[src/rtl/countdown_core.sv]
// Egg-timer countdown engine: four BCD digits (MM:SS) decremented once per CLK_HZ cycles.
// Optional expiry blink divider enabled by defining COUNTDOWN_FLASH_EN.

module countdown_core #(
  parameter int unsigned CLK_HZ    = 50000000,
  parameter int unsigned FLASH_DIV = 12500000
) (
  input  logic       CLOCK_50,
  input  logic       RST,
  input  logic       load,
  input  logic [3:0] ld_min_hi,
  input  logic [3:0] ld_min_lo,
  input  logic [3:0] ld_sec_hi,
  input  logic [3:0] ld_sec_lo,
  input  logic       run,
  output logic [3:0] min_hi,
  output logic [3:0] min_lo,
  output logic [3:0] sec_hi,
  output logic [3:0] sec_lo,
  output logic       zero,
  output logic       tick,
  output logic       done,
  output logic       flash
);

  // state     | meaning
  // S_IDLE    | holding time, prescaler frozen (reset state)
  // S_RUN     | counting, one decrement per CLK_HZ cycles
  // S_EXPIRED | reached 00:00 while counting; only load leaves

  localparam int unsigned PW = (CLK_HZ > 1) ? $clog2(CLK_HZ) : 1;
  localparam logic [PW-1:0] PRESC_TOP = PW'(CLK_HZ - 1);

  typedef enum logic [1:0] {
    S_IDLE    = 2'd0,
    S_RUN     = 2'd1,
    S_EXPIRED = 2'd2
  } state_t;

  state_t        state;
  logic [PW-1:0] presc_rem;   // cycles remaining until the next tick
  logic [3:0]    nxt_min_hi;
  logic [3:0]    nxt_min_lo;
  logic [3:0]    nxt_sec_hi;
  logic [3:0]    nxt_sec_lo;
  logic          last_sec;
  logic          enter_exp;

  function automatic logic [3:0] clamp_digit(input logic [3:0] d, input logic [3:0] mx);
    return (d > mx) ? mx : d;
  endfunction

  assign zero      = (min_hi == 4'd0) && (min_lo == 4'd0) && (sec_hi == 4'd0) && (sec_lo == 4'd0);
  assign last_sec  = (min_hi == 4'd0) && (min_lo == 4'd0) && (sec_hi == 4'd0) && (sec_lo == 4'd1);
  assign tick      = (state == S_RUN) && (presc_rem == '0);
  assign enter_exp = tick && last_sec && !load;

  // Borrow chain; 00:00 is left untouched rather than wrapping to 99:59.
  always_comb begin
    nxt_min_hi = min_hi;
    nxt_min_lo = min_lo;
    nxt_sec_hi = sec_hi;
    nxt_sec_lo = sec_lo;
    if (!zero) begin
      if (sec_lo != 4'd0) begin
        nxt_sec_lo = sec_lo - 4'd1;
      end else begin
        nxt_sec_lo = 4'd9;
        if (sec_hi != 4'd0) begin
          nxt_sec_hi = sec_hi - 4'd1;
        end else begin
          nxt_sec_hi = 4'd5;
          if (min_lo != 4'd0) begin
            nxt_min_lo = min_lo - 4'd1;
          end else begin
            nxt_min_lo = 4'd9;
            nxt_min_hi = min_hi - 4'd1;
          end
        end
      end
    end
  end

  always_ff @(posedge CLOCK_50 or posedge RST) begin
    if (RST) begin
      state     <= S_IDLE;
      presc_rem <= PRESC_TOP;
      min_hi    <= 4'd0;
      min_lo    <= 4'd0;
      sec_hi    <= 4'd0;
      sec_lo    <= 4'd0;
      done      <= 1'b0;
    end else begin
      done <= 1'b0;
      if (load) begin
        state     <= S_IDLE;
        presc_rem <= PRESC_TOP;
        min_hi    <= clamp_digit(ld_min_hi, 4'd9);
        min_lo    <= clamp_digit(ld_min_lo, 4'd9);
        sec_hi    <= clamp_digit(ld_sec_hi, 4'd5);
        sec_lo    <= clamp_digit(ld_sec_lo, 4'd9);
      end else begin
        case (state)
          S_IDLE: begin
            if (run && !zero) state <= S_RUN;
          end
          S_RUN: begin
            // A tick in the same cycle as run falling still lands before the pause.
            if (tick) begin
              presc_rem <= PRESC_TOP;
              min_hi    <= nxt_min_hi;
              min_lo    <= nxt_min_lo;
              sec_hi    <= nxt_sec_hi;
              sec_lo    <= nxt_sec_lo;
              if (enter_exp) begin
                state <= S_EXPIRED;
                done  <= 1'b1;
              end else if (!run) begin
                state <= S_IDLE;
              end
            end else begin
              presc_rem <= presc_rem - PW'(1);
              if (!run) state <= S_IDLE;
            end
          end
          S_EXPIRED: begin
            state <= S_EXPIRED;
          end
          default: begin
            state <= S_IDLE;
          end
        endcase
      end
    end
  end

`ifdef COUNTDOWN_FLASH_EN
  localparam int unsigned FW = (FLASH_DIV > 1) ? $clog2(FLASH_DIV) : 1;
  localparam logic [FW-1:0] FLASH_TOP = FW'(FLASH_DIV - 1);

  logic [FW-1:0] flash_rem;

  // Blink starts lit on the expiry edge and is forced dark once EXPIRED is left.
  always_ff @(posedge CLOCK_50 or posedge RST) begin
    if (RST) begin
      flash     <= 1'b0;
      flash_rem <= FLASH_TOP;
    end else if (enter_exp) begin
      flash     <= 1'b1;
      flash_rem <= FLASH_TOP;
    end else if ((state == S_EXPIRED) && !load) begin
      if (flash_rem == '0) begin
        flash     <= ~flash;
        flash_rem <= FLASH_TOP;
      end else begin
        flash_rem <= flash_rem - FW'(1);
      end
    end else begin
      flash     <= 1'b0;
      flash_rem <= FLASH_TOP;
    end
  end
`else
  assign flash = 1'b0;
`endif

endmodule

[config.mk]
export PLATFORM = sky130hd
export DESIGN_NAME = countdown_core
export DESIGN_NICKNAME = d
export VERILOG_FILES = /design/src/rtl/countdown_core.sv
export SDC_FILE = /design/constraint.sdc
export NUM_CORES = 1
export LEC_CHECK = 0
export CAP_MARGIN = 20
export CORE_UTILIZATION = 58
export CTS_CLUSTER_DIAMETER = 80
export DETAILED_ROUTE_END_ITERATION = 7
export MAX_ROUTING_LAYER = met4
export PLACE_DENSITY = 0.85
export SKIP_CTS_REPAIR_TIMING = 1
export SLEW_MARGIN = 10
export SYNTH_ARGS = -nofsm -noshare
export SYNTH_HDL_FRONTEND = slang
export SYNTH_SLANG_ARGS = --single-unit
[constraint.sdc]
create_clock -name CLOCK_50 -period 5.1 [get_ports CLOCK_50]
set_clock_uncertainty 0.15 [all_clocks]
set_input_delay 1.275 -clock CLOCK_50 [delete_from_list [all_inputs] [get_ports CLOCK_50]]
set_output_delay 1.275 -clock CLOCK_50 [all_outputs]
set_load 0.1 [all_outputs]
======== After elaboration in Yosys (flattened, before gate mapping) ========
Index checks and enable logic that the tools add are counted.
W data, S select, Z words.
storage, ports and cells
  register bits ........................... 45
  input bits .............................. 20
  output and inout bits ................... 20
operators by class
  $add $sub $neg .......................... 5
  magnitude comparators ................... 4
  eq/ne operators ......................... 8
  multiplexer cells ....................... 42
  reductions and logical operators ........ 25
operators by type and width
  cell                     count
  $mux W4                  29
  $mux W26                 3
  $logic_not A26 Y1        1
  $sub A26 B1 Y26 const B  1
  $logic_not A4 Y1         4
  $sub A4 B1 Y4 const B    4
  $gt A4 B4 Y1 const B     3
  $reduce_bool A4 Y1       3
  $mux W2                  5
  $logic_and A1 B1 Y1      8
  $ne A2 B2 Y1 const B     4
  $pmux W2 S3              1
  $reduce_and A6 Y1        1
  $reduce_and A5 Y1        1
  $eq A4 B1 Y1 const B     1
  $gt A4 B3 Y1 const B     1
  $mux W1                  4
  $reduce_and A4 Y1        1
  $reduce_bool A2 Y1       2
  $ne A3 B3 Y1 const B     1
  $reduce_and A3 Y1        1
  $eq A2 B1 Y1 const B     1
  $eq A2 B2 Y1 const B     1
  $logic_not A1 Y1         2
  $logic_not A2 Y1         1

======== Depth between registers and ports, before layout ========
Gate-level depths: netlist of run 1.
  word-level depth ........................ 10
  gate-level depth with buffers ........... 8

======== Least setup slack after synthesis of run 1 ========
Ideal clock, no wire load.
  path kind ............................... register to output
  from .................................... register min_hi[0]
  to ...................................... output zero
  data arrival time ....................... 2249 ps
  data required time ...................... 3675 ps
  slack ................................... 1426 ps
  stages on the path, launching flop included .. 5
  buffers on the path ..................... 0
  cells stage by stage .................... dfrtp_1 > inv_1 > ha_1 > nor3b_1 > and4_1
on the way
  longest elaborated chain between the ends .. 4
RTL lines
  element                            RTL line  text
  from (decl)                        16        output logic [3:0] min_hi,
  from (signal assigned)             98        min_hi <= clamp_digit(ld_min_hi, 4'd9);
  from (signal assigned)             111       min_hi <= nxt_min_hi;
  $logic_not A4 Y1                   53        assign zero = (min_hi == 4'd0) && (min_lo == 4'd0) && (sec_hi == 4'd0) && (sec_lo == 4'd0);
  $logic_and A1 B1 Y1 (3 in series)  53
  to (decl)                          20        output logic zero,
No other way between the ends.

======== Final worst setup path of run 1 ========
Ends and elaborated chain as after synthesis.

==> impl_metrics.tcl, run 1 <==
set metrics [dict create \
    yosysTopAreaCell "dfrtp_1" \
    grt_usage_pct 29.4 \
    synthArstFlopShare_pct 100 \
    h-tree-depth 2 \
    diodes 0 \
    synth_fp_nets 311 \
    slew_headroom_pct 32.6 \
    critPathArrivalTime_ns 2.81 \
    synth_top_area_share_pct 26.1 \
    hp-class "reg2reg" \
    dr.pass1.iters 4 \
    power_density_nw_per_um2 269 \
    top_usage_layer "met2" \
    vias 2319 \
    vias_per_cell 6.18 \
    clkPwrFrac_pct 33.6 \
    grt_pass1_wl_mm 9.86 \
    die_w_um 68.8 \
    regArea_um2 1150 \
    cpPeakStageDelay_ns 1.16 \
    antenna_found_initial 0 \
    crit_path_start_kind "flop" \
    pwr-share-comb_pct 20.5 \
    irDropWorstVdd_mv 0.218 \
    grt_overflow 0 \
    ys_seq_area_share_pct 44.4 \
    maxCapViolCount 0 \
    clk_pin_slew_ns 0.08 \
    place_congestion 0.843 \
    use_met2_pct 42.2 \
    ant_nets 0 \
    core_area_um2 4140 \
    synthMostInstantiatedCell "nand2_1" \
    finalWorstPathRequiredPeriod_ns 4.23 \
    setup_viol 0 \
    synth_edf_count 0 \
    p_int_uw 577 \
    switchingPower_uw 259 \
    syn_avg_cell_area_um2 9.02 \
    p_sw_share_pct 30.9 \
    pin_count 40 \
    synth.area.top_cells "dfrtp_1, dfstp_2, xnor2_1, nor4_1, nor3_1" \
    path_class "reg2out" \
    use_met1_pct 41.1 \
    cts_buffer_depth 2 \
    end_kind "output port" \
    rsz0062_at_grt "false" \
    fp.dieArea_um2 4730 \
    drive_gt1_share_pct 12.0 \
    status "complete, no violations" \
    routedWlPerCell_um 15.8 \
    leakage_uw 0.00115 \
    wirelength_mm 5.94 \
    pwr-share-seq_pct 45.9 \
    ys_warn_count 0 \
    cts_tree "yes" \
    ys.flop_type "dfrtp_1" \
    multi_input_area_um2 1340 \
    synth_common_cells "nand2_1, dfrtp_1, nor2_1, nor3_1, nor4_1" \
    worst_pin_slew_ns 1.01 \
    port_buffers 38 \
    final_hold_viol_count 0 \
    dieHeight_um 68.8 \
    gr-usage-met3_pct 6.91 \
    nets 348 \
    path_max_fanout 5 \
    final_max_slew_viol_count 0 \
    drc 0 \
    crit_chain "inv_1, ha_1, nor3b_1, and4_1, clkdlybuf4s50_1" \
    synth_cell_type_count 50 \
    ys_seq_elements 45 \
    hpwl_mm 4.20 \
    initial_core_util_pct 62.5 \
    numCtsBuffers 5 \
    drt_iter0_drc 181 \
    fin_crit_sh_pct 83.0 \
    synthCells 287 \
    cts_sinks 45 \
    tns_ns 0 \
    cts_root_buf "clkbuf_8" \
    grt_max_degree 46 \
    finalPower_uw 836 \
    slowest_stage "clkdlybuf4s50_1" \
    fmax_ghz 0.236 \
    core.rowCount 23 \
    syn-cell-area_um2 2590 \
    worstPathRequired_ns 3.67 \
    insertion_delay_ns 0.30 \
    fillers 306 \
    areaGrowthSynthToFinish_pct 20.3 \
    grt_pass1_vias 2096 \
]
-- cells by family (layout without fill, tap and decap cells) --
family	Yosys count	count (layout)	share of synthesized area, %
AOI/OAI and AO/OA	48	48	12.2
and+or+nand+nor	141	141	29.2
xor gates and xnor gates	22	22	7.44
adders and majority gates	4	4	1.93
buffers and inverters	24	62	3.96
muxes	2	2	0.773
DFF	45	45	44.4
other	1	1	0.145
-- per-stage QoR --
stage               utilization [%]  std cells  worst slack [ns]  instance area, um2  hold slack [ns]
CTS                            75.2        375             0.909                3110            0.408
detailed placement             72.3        367              1.25                3000            0.385
finish                         75.2        375             0.866                3110            0.405
global route                   75.2        375             0.792                3110            0.448
global placement               72.3        367              1.29                3000            0.381
floorplan                         -        287              1.43                2590            0.360
-- sequential cells by signal, indices dropped and copies added, names as in the netlist --
register and flops:
done 1, min_hi 4, min_lo 4, presc_rem 26, sec_hi 4, sec_lo 4
state 2
-- layout make-up --
type	instances	area share [%]
well taps	50	2.01
clock buffers	7	2.77
repair buffers	41	12.9
clock inverters	1	0.964
flip-flops and latches	45	36.9
inverters	13	1.57
multi-input cells	218	42.9
-- layer usage --
metal / wire length [um] / up-vias
li1: - / 1120
met1: 2720 / 1129
met2: 2800 / 61
met3: 337 / 9
met4: 74 / 0
met5: 0 / -
-- worst max-delay path: cells and delay by family, from the launching register on --
family | cells | cell delay, ns
buf+inv | 2 | 1.26
simple gates | 2 | 0.67
flops | 1 | 0.43
fa+ha+maj | 1 | 0.15
-- power by group through the flow --
stage | clock network (uW) | registers [uW] | logic, uW
after floorplan | 0 | 463 | 46.6
after global placement | 0 | 389 | 170
after detailed placement | 0 | 390 | 171
after CTS | 282 | 384 | 172
after global routing | 301 | 387 | 183
final | 281 | 384 | 171
-- final timing paths --
kind                                  to  depth (start not counted)  slack (ns)         start
min in group asynchronous  presc_rem[16]                          3        1.25           RST
setup reg to reg               sec_hi[1]                          5        1.98  presc_rem[4]
hold reg to reg             presc_rem[7]                          2        0.41  presc_rem[7]
max in group asynchronous   presc_rem[1]                          3        3.16           RST
setup / recovery                    zero                          5        0.87     min_hi[0]
hold / removal              presc_rem[7]                          2        0.41  presc_rem[7]
-- placed cells by master, fill, tap and decap left out, types with 3 or more instances in the layout --
| master | netlist | final |
|---|---|---|
| a21oi_1 | 4 | 4 |
| a31oi_1 | 9 | 9 |
| and3_1 | 3 | 3 |
| and4_1 | 4 | 4 |
| buf_4 | 1 | 4 |
| clkbuf_8 | 0 | 6 |
| clkdlybuf4s50_1 | 0 | 37 |
| dfrtp_1 | 27 | 27 |
| dfstp_2 | 18 | 18 |
| ha_1 | 4 | 4 |
| inv_1 | 12 | 11 |
| nand2_1 | 29 | 29 |
| nand4_1 | 5 | 5 |
| nor2_1 | 26 | 26 |
| nor2b_1 | 3 | 3 |
| nor3_1 | 23 | 23 |
| nor4_1 | 19 | 19 |
| o211ai_1 | 4 | 4 |
| o21a_1 | 3 | 3 |
| o21ai_0 | 15 | 15 |
| or2_2 | 3 | 3 |
| or3_1 | 8 | 8 |
| or4_1 | 4 | 4 |
| xnor2_1 | 17 | 17 |
| xor2_1 | 5 | 5 |
Note: power is estimated with default switching activity, not from simulation.
==> run 2: changes to the inputs <==
- CORE_UTILIZATION: 58 -> 54
- PLACE_DENSITY: 0.85 -> 0.8
- clock period: 5.1 -> 4 ns (I/O delays scaled with it)
==> impl_metrics.tcl, run 2 (synthesis results as in run 1) <==
set metrics [dict create \
    status "finished, violations left" \
    violations "DRC" \
    grt_usage_pct 26.0 \
    vias_per_cell 6.03 \
    diodes 0 \
    instances_no_fill 379 \
    hpwl_mm 4.26 \
    maxCapViolCount 0 \
    hold_path_depth 2 \
    drt_iter0_drc 180 \
    slowest_stage "nor4_1" \
    crit_path_start_kind "flop" \
    multi_input_area_um2 1340 \
    fin_area_um2 3110 \
    setup_viol 0 \
    slew_headroom_pct 31.2 \
    dp_cells 371 \
    routedWlPerCell_um 15.5 \
    fin_crit_sh_pct 85.6 \
    worstPathRequired_ns 2.85 \
    port_buffers 38 \
    die_w_um 71.2 \
    irDropWorstVdd_mv 0.223 \
    cts_sinks 45 \
    leakage_uw 0.00116 \
    antenna_found_initial 0 \
    areaGrowthSynthToFinish_pct 20.3 \
    drive_gt1_share_pct 13.1 \
    worst_pin_slew_ns 1.03 \
    mostFrequentLayoutCell "clkdlybuf4s50_1" \
    rr_worst_depth 5 \
    numCtsBuffers 5 \
    vias 2287 \
    grt_pass1_wl_mm 10.0 \
    dr.pass1.iters 6 \
    place_area_um2 3010 \
    h-tree-depth 2 \
    ant_nets 0 \
    largest_register "presc_rem" \
    rsz0062_at_grt "false" \
    final_util_pct 69.6 \
    place_congestion 0.829 \
    pin_count 40 \
    clk_pin_slew_ns 0.08 \
    grt_overflow 0 \
    core_area_um2 4470 \
    power_density_nw_per_um2 328 \
    fp.dieArea_um2 5080 \
    path_max_fanout 6 \
    crit_chain "nor4_1, and4_1, nand3_1, inv_1, buf_4" \
    layout_common_cells "clkdlybuf4s50_1, nand2_1, dfrtp_1" \
    core.rowCount 24 \
    dieHeight_um 71.2 \
    grt_pass1_vias 2140 \
    cpPeakStageDelay_ns 0.71 \
    cts_buffer_depth 2 \
    largest_reg_flops 26 \
    path_class "reg2out" \
    cts_root_buf "clkbuf_8" \
    regArea_um2 1150 \
    final_max_slew_viol_count 0 \
    final_hold_viol_count 0 \
    wirelength_mm 5.88 \
    grt_max_degree 33 \
    initial_core_util_pct 57.9 \
    fillers 351 \
    end_kind "output port" \
    insertion_delay_ns 0.30 \
    drc 1 \
    finalWorstPathRequiredPeriod_ns 3.42 \
    fmax_ghz 0.292 \
    nets 350 \
    cts_tree "yes" \
    tns_ns 0 \
    critPathArrivalTime_ns 2.27 \
    hp-class "reg2reg" \
]
==> run 2: cell types whose count changed in the layout (fill, tap and decap cells not counted), sizes merged <==
cell,change
clkinv,+1
clkdlybuf4s50,-1
bufinv,-1
buf,+3
==> run 2: area by class of cell <==
class	instances	share of cell area, %
clock buffer	7	3.09
clock inverter	1	0.161
inverter	13	1.57
multi-input combinational	218	42.9
sequential	45	36.9
tap	52	2.09
timing repair buffer	43	13.3
==> run 2: report_power, final <==
group / total (uW) / internal, uW / switching [uW]
Sequential: 491 / 471 / 20.6
Combinational: 219 / 63.1 / 156
Clock: 312 / 156 / 155
==> run 2: through the flow <==
step / power [uW] / setup slack [ns] / hold slack (ns)
2_1_floorplan: 649 / 0.601 / 0.360
3_3_place_gp: 716 / 0.957 / 0.384
3_5_place_dp: 719 / 0.955 / 0.394
4_1_cts: 1030 / 0.602 / 0.412
5_1_grt: 1060 / 0.408 / 0.441
6_report: 1020 / 0.577 / 0.407
==> run 2: routing by layer <==
layer | track usage (%) | wire [um] | vias up
met5 | - | 0 | -
met2 | 38.3 | 2690 | 57
met4 | 8.89 | 75 | 0
met3 | 5.20 | 263 | 5
met1 | 36.1 | 2860 | 1100
li1 | - | - | 1125
==> run 2: worst paths after layout <==
path / slack [ns] / end / start
max: 0.58 / tick / presc_rem[4]
min: 0.41 / state[0] / state[0]
max reg2reg: 0.90 / sec_hi[1] / presc_rem[4]
min reg2reg: 0.41 / state[0] / state[0]
max in group asynchronous: 2.10 / presc_rem[20] / RST
min in group asynchronous: 0.81 / presc_rem[7] / RST
==> run 2: critical path: cells and delay by family, from the launching register on <==
family / cells / cell delay [ns]
buffers and inverters: 2 / 0.38
AND/OR/NAND/NOR: 3 / 1.19
flip-flops: 1 / 0.40
==> run 3: changes to the inputs <==
==> constraint.sdc (replaced) <==
create_clock -name CLOCK_50 -period 3.8 [get_ports CLOCK_50]
set_clock_uncertainty 0.15 [all_clocks]
set_input_delay 0.95 -clock CLOCK_50 [delete_from_list [all_inputs] [get_ports CLOCK_50]]
set_output_delay 0.95 -clock CLOCK_50 [all_outputs]
set_load 0.005 [all_outputs]
==> impl_metrics.tcl, run 3 (synthesis results as in run 1) <==
set metrics [dict create \
    routedWlPerCell_um 15.8 \
    dp_cells 374 \
    slowest_stage "or4_4" \
    rsz0062_at_grt "false" \
    numCtsBuffers 5 \
    cts_buffer_depth 2 \
    hp-class "reg2reg" \
    crit_path_start_kind "flop" \
    nets 353 \
    fmax_ghz 0.291 \
    cts_root_buf "clkbuf_8" \
    tns_ns 0 \
    leakage_uw 0.00117 \
    largest_register "presc_rem" \
    antenna_found_initial 0 \
    status "finished, violations left" \
    core_area_um2 4470 \
    path_max_fanout 5 \
    wirelength_mm 6.03 \
    fin_crit_sh_pct 90.4 \
    end_kind "output port" \
    final_hold_viol_count 0 \
    switchingPower_uw 256 \
    path_class "reg2out" \
    setup_viol 0 \
    maxCapViolCount 0 \
    instances_no_fill 382 \
    vias 2317 \
    port_buffers 38 \
    grt_pass1_vias 2153 \
    hpwl_mm 4.30 \
    worstPathRequired_ns 2.70 \
    critPathArrivalTime_ns 2.34 \
    clkPwrFrac_pct 36.6 \
    pin_count 40 \
    p_sw_share_pct 25.2 \
    pwr-share-comb_pct 12.5 \
    place_congestion 0.846 \
    drive_gt1_share_pct 13.3 \
    finalWorstPathRequiredPeriod_ns 3.44 \
    die_w_um 71.2 \
    diodes 0 \
    irDropWorstVdd_mv 0.206 \
    slew_headroom_pct 30.3 \
    vias_per_cell 6.07 \
    insertion_delay_ns 0.31 \
    dr.pass1.iters 6 \
    crit_buf_inv 2 \
    cpPeakStageDelay_ns 0.55 \
    largest_reg_flops 26 \
    p_int_uw 760 \
    power_density_nw_per_um2 322 \
    initial_core_util_pct 57.9 \
    worst_pin_slew_ns 1.04 \
    grt_max_degree 26 \
    mostFrequentLayoutCell "clkdlybuf4s50_1" \
    areaGrowthSynthToFinish_pct 21.9 \
    cp_top_family "simple AND/OR/NAND/NOR gates" \
    pwr-share-seq_pct 50.9 \
    h-tree-depth 2 \
    core.rowCount 24 \
    ant_nets 0 \
    grt_usage_pct 26.8 \
    grt_pass1_wl_mm 10.3 \
    multi_input_area_um2 1340 \
    dieHeight_um 71.2 \
    fillers 346 \
    drt_iter0_drc 171 \
    grt_overflow 0 \
    clk_pin_slew_ns 0.09 \
    layout_common_cells "clkdlybuf4s50_1, nand2_1, dfrtp_1" \
    cts_sinks 45 \
    fp.dieArea_um2 5080 \
    regArea_um2 1150 \
    final_max_slew_viol_count 0 \
    cts_tree "yes" \
    crit_chain "or4_4, nor4_1, nand3_1, inv_1, clkdlybuf4s50_1" \
    drc 1 \
    violations "DRC" \
]
## run 3: worst register-to-register path: cells and delay by family, from the launching register on
family,cells,cell delay (ns)
and+or+nand+nor,4,2.02
AOI/OAI and AO/OA,1,0.36
DFF,1,0.40
## run 3: cell type report
| class | instances | area share, % |
|---|---|---|
| flip-flops and latches | 45 | 36.4 |
| inverters | 13 | 1.55 |
| well taps | 52 | 2.06 |
| repair buffers | 46 | 14.0 |
| clock inverters | 3 | 1.47 |
| multi-input cells | 218 | 42.4 |
| clock buffers | 5 | 2.18 |
## run 3: final timing paths
path                                      to  slack (ns)     startpoint  cells after the start
worst max-delay path                    tick        0.36  presc_rem[14]                      5
worst min-delay path            presc_rem[7]        0.40   presc_rem[7]                      2
worst max register to register     sec_hi[1]        0.74  presc_rem[14]                      5
worst min register to register  presc_rem[7]        0.40   presc_rem[7]                      2
max in group asynchronous       presc_rem[2]        1.83            RST                      3
min in group asynchronous          min_lo[3]        0.87            RST                      2
## run 3: through the flow
| stage | setup WS [ns] | utilization (%) | hold slack, ns | power [uW] | area [um2] |
|---|---|---|---|---|---|
| after global placement | 0.718 | 68.0 | 0.379 | 649 | 3040 |
| final | 0.364 | 70.5 | 0.402 | 1020 | 3160 |
| after CTS | 0.349 | 70.5 | 0.410 | 1020 | 3160 |
| after detailed placement | 0.702 | 68.0 | 0.384 | 651 | 3040 |
| after floorplan | 0.836 | - | 0.360 | 579 | 2590 |
| after global routing | 0.243 | 70.5 | 0.443 | 1060 | 3160 |
## run 3: layer usage
metal  part of all wire (%)  GRT usage [%]  up-vias
met5                      0              -        -
met4                    1.5           10.0        0
met3                    3.7           5.49        5
met2                     47           39.8       44
met1                     48           36.6     1136
li1                       -              -     1132
## run 3: power groups by stage
stage / registers (uW) / clock network (uW) / logic (uW)
final: 517 / 372 / 127
after global routing: 519 / 397 / 140
after CTS: 516 / 378 / 127
after detailed placement: 525 / 0 / 126
after global placement: 524 / 0 / 124
after floorplan: 521 / 0 / 58.0
